`config.mk`:
```
export PLATFORM = sky130hd
export DESIGN_NAME = operand_fetch_stage
export DESIGN_NICKNAME = d
export VERILOG_FILES = /design/src/rtl/operand_fetch_stage_pkg.sv /design/src/rtl/operand_bypass.sv /design/src/rtl/operand_fetch_stage.sv
export SDC_FILE = /design/constraint.sdc
export NUM_CORES = 1
export LEC_CHECK = 0
export BUFFER_PORTS_ARGS = -buffer_cell sky130_fd_sc_hd__buf_2
export CORE_AREA = 2 2 140 142
export CTS_CLUSTER_SIZE = 24
export DETAILED_ROUTE_END_ITERATION = 10
export DIE_AREA = 0 0 142 144
export PLACE_DENSITY = 0.78
export SLEW_MARGIN = 20
export SYNTH_ARGS = -nofsm -noshare
export SYNTH_HDL_FRONTEND = slang
export SYNTH_SLANG_ARGS = --single-unit
```
`constraint.sdc`:
```
create_clock -name clock -period 3.4 [get_ports clock]
set_input_delay 0.17 -clock clock [delete_from_list [all_inputs] [get_ports clock]]
set_output_delay 0.17 -clock clock [all_outputs]
set_load 0.05 [all_outputs]
```
`src/rtl/operand_fetch_stage_pkg.sv`:
```
// Shared ISA definitions for the decode/register-read stage: opcodes,
// instruction field positions and the status register index.
package operand_fetch_stage_pkg;

  typedef enum logic [4:0] {
    OP_RTYPE = 5'b00000,
    OP_J     = 5'b00001,
    OP_BNE   = 5'b00010,
    OP_JAL   = 5'b00011,
    OP_JR    = 5'b00100,
    OP_BLT   = 5'b00110,
    OP_SW    = 5'b00111,
    OP_LW    = 5'b01000,
    OP_SETX  = 5'b10101,
    OP_BEX   = 5'b10110
  } opcode_e;

  localparam int OPC_MSB = 31;
  localparam int OPC_LSB = 27;
  localparam int RD_MSB  = 26;
  localparam int RD_LSB  = 22;
  localparam int RS_MSB  = 21;
  localparam int RS_LSB  = 17;
  localparam int RT_MSB  = 16;
  localparam int RT_LSB  = 12;

  localparam int STATUS_REG_IDX = 30;

endpackage

```
`src/rtl/operand_bypass.sv`:
```
// Per-operand bypass mux: r0 reads as zero, then the M-stage pending write,
// then the W-stage write landing this edge, else the register file value.
module operand_bypass #(
  parameter int WIDTH = 32,
  parameter int RADDR = 5
) (
  input  logic [RADDR-1:0] addr,
  input  logic [WIDTH-1:0] rfData,
  input  logic             mWen,
  input  logic [RADDR-1:0] mRd,
  input  logic [WIDTH-1:0] mData,
  input  logic             wWen,
  input  logic [RADDR-1:0] wRd,
  input  logic [WIDTH-1:0] wData,
  output logic [WIDTH-1:0] operand
);

  // Youngest matching producer wins; r0 is hard-wired to zero.
  always_comb begin
    operand = rfData;
    if (addr == '0) begin
      operand = '0;
    end else if (mWen && (mRd == addr)) begin
      operand = mData;
    end else if (wWen && (wRd == addr)) begin
      operand = wData;
    end
  end

endmodule

```
`src/rtl/operand_fetch_stage.sv`:
```
// Decode/register-read stage: picks source registers from the fetched
// instruction, bypasses the read data, detects load-use hazards and loads
// the D/X pipeline register. Also counts load-use stall cycles.
module operand_fetch_stage
  import operand_fetch_stage_pkg::*;
#(
  parameter int WIDTH      = 32,
  parameter int RADDR      = 5,
  parameter int STATUS_REG = STATUS_REG_IDX,
  parameter int CNT_W      = 16
) (
  input  logic             clock,
  input  logic             ctrl_reset,
  input  logic             f_valid,
  input  logic [WIDTH-1:0] f_insn,
  input  logic [WIDTH-1:0] f_pc,
  input  logic             flush,
  input  logic             x_stall,
  output logic             stall_out,
  output logic [RADDR-1:0] ctrl_readRegA,
  output logic [RADDR-1:0] ctrl_readRegB,
  input  logic [WIDTH-1:0] data_readRegA,
  input  logic [WIDTH-1:0] data_readRegB,
  input  logic             m_wen,
  input  logic [RADDR-1:0] m_rd,
  input  logic [WIDTH-1:0] m_data,
  input  logic             w_wen,
  input  logic [RADDR-1:0] w_rd,
  input  logic [WIDTH-1:0] w_data,
  output logic             dx_valid,
  output logic [WIDTH-1:0] dx_insn,
  output logic [WIDTH-1:0] dx_pc,
  output logic [WIDTH-1:0] dx_opA,
  output logic [WIDTH-1:0] dx_opB,
  output logic [CNT_W-1:0] stall_count
);

  // Increment that sticks at all-ones instead of wrapping.
  function automatic logic [CNT_W-1:0] satInc(input logic [CNT_W-1:0] v);
    return (&v) ? v : v + CNT_W'(1);
  endfunction

  opcode_e          fOpc;
  logic [RADDR-1:0] fRd, fRs, fRt;
  logic [RADDR-1:0] srcA, srcB;
  logic             usesA, usesB;
  logic [WIDTH-1:0] opA_p0, opB_p0;
  logic             loadUse;

  logic             vld_p1;
  logic [WIDTH-1:0] insn_p1, pc_p1, opA_p1, opB_p1;
  logic [CNT_W-1:0] stallCnt;

  opcode_e          dxOpc;
  logic [RADDR-1:0] dxRd;

  assign fOpc  = opcode_e'(f_insn[OPC_MSB:OPC_LSB]);
  assign fRd   = f_insn[RD_MSB:RD_LSB];
  assign fRs   = f_insn[RS_MSB:RS_LSB];
  assign fRt   = f_insn[RT_MSB:RT_LSB];
  assign dxOpc = opcode_e'(insn_p1[OPC_MSB:OPC_LSB]);
  assign dxRd  = insn_p1[RD_MSB:RD_LSB];

  // Source register selection and which sources the opcode really reads.
  always_comb begin
    srcA  = fRs;
    usesA = 1'b1;
    srcB  = '0;
    usesB = 1'b0;
    case (fOpc)
      OP_BEX:                  srcA  = RADDR'(STATUS_REG);
      OP_J, OP_JAL, OP_SETX:   usesA = 1'b0;
      default:                 ;
    endcase
    case (fOpc)
      OP_RTYPE: begin
        srcB  = fRt;
        usesB = 1'b1;
      end
      OP_SW, OP_BNE, OP_BLT, OP_JR: begin
        srcB  = fRd;
        usesB = 1'b1;
      end
      default: ;
    endcase
  end

  assign ctrl_readRegA = srcA;
  assign ctrl_readRegB = srcB;

  operand_bypass #(.WIDTH(WIDTH), .RADDR(RADDR)) bypassA (
    .addr    (srcA),
    .rfData  (data_readRegA),
    .mWen    (m_wen),
    .mRd     (m_rd),
    .mData   (m_data),
    .wWen    (w_wen),
    .wRd     (w_rd),
    .wData   (w_data),
    .operand (opA_p0)
  );

  operand_bypass #(.WIDTH(WIDTH), .RADDR(RADDR)) bypassB (
    .addr    (srcB),
    .rfData  (data_readRegB),
    .mWen    (m_wen),
    .mRd     (m_rd),
    .mData   (m_data),
    .wWen    (w_wen),
    .wRd     (w_rd),
    .wData   (w_data),
    .operand (opB_p0)
  );

  // A load in D/X cannot forward in time to a dependent instruction in D.
  always_comb begin
    loadUse = vld_p1 && (dxOpc == OP_LW) && (dxRd != '0) && f_valid &&
              ((usesA && (srcA == dxRd)) || (usesB && (srcB == dxRd)));
  end

  assign stall_out = !ctrl_reset && !flush && (x_stall || loadUse);

  // ---- D/X pipeline register (stage p1) ----
  // Priority: reset, flush, execute hold, load-use bubble, normal capture.
  always_ff @(posedge clock) begin
    if (ctrl_reset) begin
      vld_p1   <= 1'b0;
      insn_p1  <= '0;
      pc_p1    <= '0;
      opA_p1   <= '0;
      opB_p1   <= '0;
      stallCnt <= '0;
    end else if (flush) begin
      vld_p1  <= 1'b0;
      insn_p1 <= '0;
      pc_p1   <= '0;
      opA_p1  <= '0;
      opB_p1  <= '0;
    end else if (x_stall) begin
      vld_p1  <= vld_p1;
    end else if (loadUse) begin
      vld_p1   <= 1'b0;
      insn_p1  <= '0;
      pc_p1    <= '0;
      opA_p1   <= '0;
      opB_p1   <= '0;
      stallCnt <= satInc(stallCnt);
    end else begin
      vld_p1  <= f_valid;
      insn_p1 <= f_insn;
      pc_p1   <= f_pc;
      opA_p1  <= opA_p0;
      opB_p1  <= opB_p0;
    end
  end

  assign dx_valid    = vld_p1;
  assign dx_insn     = insn_p1;
  assign dx_pc       = pc_p1;
  assign dx_opA      = opA_p1;
  assign dx_opB      = opB_p1;
  assign stall_count = stallCnt;

endmodule

```
==> flow_metrics.env <==
export IMPL_skew_ns=0.00779
export IMPL_postCtsSetupRepairBufs=0
export IMPL_ant_nets=0
export IMPL_initial_core_util_pct=37.8
export IMPL_synthArstFlopShare_pct=0
export IMPL_htree_levels=4
export IMPL_fin_setup_tns_ns=0
export IMPL_drv_slew=0
export IMPL_cts_made_buffers=17
export IMPL_die_area_sq_mm=0.0204
export IMPL_io_buffer_count=364
export IMPL_cts_tree="built"
export IMPL_cp_arrival_ns=2.91
export IMPL_ys_top_cells_by_area="dfxtp_1, mux2i_1, a22oi_1, nor2_1, a32o_1"
export IMPL_synth_yosys_seq_area_share_pct=40.3
export IMPL_clkTransAtPathRegs_ns=0.06
export IMPL_utilization_pct=53.6
export IMPL_setup_viol=0
export IMPL_grt_max_degree=65
export IMPL_wl_per_cell_microns=18.0
export IMPL_synth_top_area_share_pct=40.3
export IMPL_synth_commonest_cells="dfxtp_1, nor2_1, a22oi_1"
export IMPL_rows=51
export IMPL_clockBufferDepth=2
export IMPL_worstMarginPinSlew_ns=0.655
export IMPL_r2r_start="dx_insn[26]$_SDFFE_PN0N_"
export IMPL_worstReg2RegEnd="dx_opB[19]$_SDFFE_PN0N_"
export IMPL_vias=7751
export IMPL_synth_cell_type_count=67
export IMPL_drv_cap=0
export IMPL_slew_headroom_pct=56.3
export IMPL_place_congestion=0.941
export IMPL_clock_sinks=145
export IMPL_leakage_nw=5.23
export IMPL_drt_vias_per_instance=5.40
export IMPL_die_width_microns=142
export IMPL_overflow=0
export IMPL_ctsResizeCount=0
export IMPL_first_global_vias=7091
export IMPL_yosysMostFrequentCell="dfxtp_1"
export IMPL_rsz0062_at_grt="false"
export IMPL_dr_pass1_iters=5
export IMPL_multiInputGateArea_sq_mm=0.00396
export IMPL_ioPinCount=365
export IMPL_dp_hpwl_mm=18.6
export IMPL_endpoint="stall_out"
export IMPL_syn_avg_cell_area_sq_um=8.95
export IMPL_period_share_pct=90.6
export IMPL_drt_initial_drc_count=390
export IMPL_power_w=0.00447
export IMPL_crit_fanout=59
export IMPL_track_usage_pct=23.9
export IMPL_core_area_sq_mm=0.0191
export IMPL_cts_root_buf="clkbuf_16"
export IMPL_rr_worst_depth=9
export IMPL_drive_above_1_share_pct=36.6
export IMPL_route_detailed_drc=0
export IMPL_finalNetCount=1389
export IMPL_regToRegSetupSlack_ns=0.68
export IMPL_critical_path_class="reg2out"
export IMPL_final_hold_viol_count=0
export IMPL_period_minus_slack_ns=3.08
export IMPL_yosys_area_top_type="dfxtp_1"
export IMPL_grt_pass1_wl_mm=38.2
export IMPL_min_path_type="in2reg"
export IMPL_regArea_sq_mm=0.00290
export IMPL_synth_edff_count=0
export IMPL_totalWireLength_mm=25.8
export IMPL_syn_to_final_growth_pct=41.9
export IMPL_critPathCaptureType="primary output"
export IMPL_ys_flop_type="dfxtp_1"
export IMPL_synth_cells=805
export IMPL_synth_area_sq_mm=0.00721
export IMPL_antenna_found_initial=8
export IMPL_max_freq_mhz=325
export IMPL_ys_ff_latch=145
export IMPL_clock_latency_ns=0.41
export IMPL_syn_nets=1015
export IMPL_setup_worst_path_start="dx_insn[26]$_SDFFE_PN0N_"
export IMPL_start_kind="register"
export IMPL_required_ns=3.23
export IMPL_holdWs_ns=0.0214
export IMPL_synth_warnings=0
export IMPL_status="completed"
export IMPL_die_h_microns=144
export IMPL_ir_worst_vdd_v=0.000312
export IMPL_fillers=1737
export IMPL_powerDensity_mw_per_mm2=437
-- how the worst min path moves through the flow --
stage | endpoint | cells after the start | start | slack (ns)
6_report | dx_pc[19]$_SDFFE_PN0N_ | 3 | f_pc[19] | 0.02
5_1_grt | dx_pc[19]$_SDFFE_PN0N_ | 3 | f_pc[19] | 0.02
4_1_cts | dx_pc[19]$_SDFFE_PN0N_ | 3 | f_pc[19] | 0.0007
3_5_place_dp | dx_pc[29]$_SDFFE_PN0N_ | 3 | f_pc[29] | 0.41
3_3_place_gp | dx_pc[26]$_SDFFE_PN0N_ | 3 | f_pc[26] | 0.40
2_1_floorplan | dx_insn[0]$_SDFFE_PN0N_ | 2 | f_insn[0] | 0.31
-- cell type report --
cell class                      count  share of cell area (%)
Timing Repair Buffer              420                    23.4
Sequential cell                   145                    28.4
Clock buffer                       18                    4.19
Multi-Input combinational cell    580                    38.7
Clock inverter                     14                    1.75
Inverter                           15                   0.550
Tap cell                          238                    2.91
Antenna cell                        6                   0.147
-- critical path, cell delays in order, from the launching register on --
cell and delay [ns]:
dfxtp_1 0.38, nor2b_1 0.17, a2111oi_0 0.39, o22ai_1 0.12, nor4_1 0.37, a41oi_4 0.14, o21a_4 0.32, buf_12 0.20
nor2_1 0.11, buf_2 0.27
-- kinds of logic (layout without fill, tap and decap cells) --
| kind of cell | after synthesis | in the layout | synth area share [%] |
|---|---|---|---|
| AND/OR/NAND/NOR | 275 | 275 | 18.9 |
| AO/OA/AOI/OAI | 211 | 211 | 23.0 |
| flip-flops | 145 | 145 | 40.3 |
| buffers and inverters | 80 | 467 | 5.02 |
| multiplexers | 71 | 71 | 9.93 |
| XOR/XNOR | 22 | 22 | 2.67 |
| adder cells (fa/ha/maj) | 1 | 1 | 0.174 |
| other | 0 | 6 | 0 |
-- state kept, by name, summed over array words and instances (netlist names) --
signal and cells:
dx_insn 32, stall_count 16, dx_pc 32, dx_valid 1
dx_opA 32, dx_opB 32
-- metrics by stage --
step	cells	instance area (sq um)	worst slack, ns
floorplan	805	7210	0.453
global placement	1357	9200	0.514
detailed placement	1357	9200	0.387
CTS	1430	10200	0.305
global route	1434	10200	0.108
finish	1436	10200	0.319
-- timing repair --
action | CTS | global route
hold endpoints to repair | 41 | 0
endpoints found under the setup margin | 0 | 0
hold buffers | 41 | 0
-- placed cells by master, fill, tap and decap left out, types with 3 or more instances in the layout --
cell type      Yosys  final
nor2b_1            6      6
o21ai_0            3      3
buf_2             18    364
clkinvlp_4         0      3
diode_2            0      6
a31o_2             3      3
or2_2              5      5
dfxtp_1          145    145
buf_12             0      4
buf_4              2     11
xnor2_1           14     14
nor4_1             7      7
a31oi_1            4      4
or2_1             28     28
a21oi_1           41     41
inv_1             15     15
nand4_1            9      9
clkbuf_16          0     17
a22oi_1           68     68
xor2_1             8      8
nand2_1           42     42
dlygate4sd3_1      0     41
and3_1             6      6
nand3_1           16     15
nor2_1           124    123
a32oi_1            3      3
mux2i_1           67     67
clkinv_4           0      4
bufinv_16          0      3
inv_6              0      3
nand2b_1           8      8
and2_1             3      3
o211ai_1           3      3
a22o_1            33     33
a32o_1            32     32
-- per-layer routing --
layer	up-vias	track usage (%)	wire [microns]
met5	-	0	11
met3	57	7.25	2330
li1	3709	-	-
met2	373	39.0	12400
met1	3610	28.5	10100
met4	2	12.2	895
-- power breakdown --
| group | internal, W | total [W] | switching [W] | leakage (nW) |
|---|---|---|---|---|
| Combinational | 0.000279 | 0.000754 | 0.000475 | 3.77 |
| Clock | 0.00117 | 0.00194 | 0.000778 | 0.288 |
| Sequential | 0.00175 | 0.00177 | 0.0000289 | 1.18 |
Power figures use the tool's default switching activity.
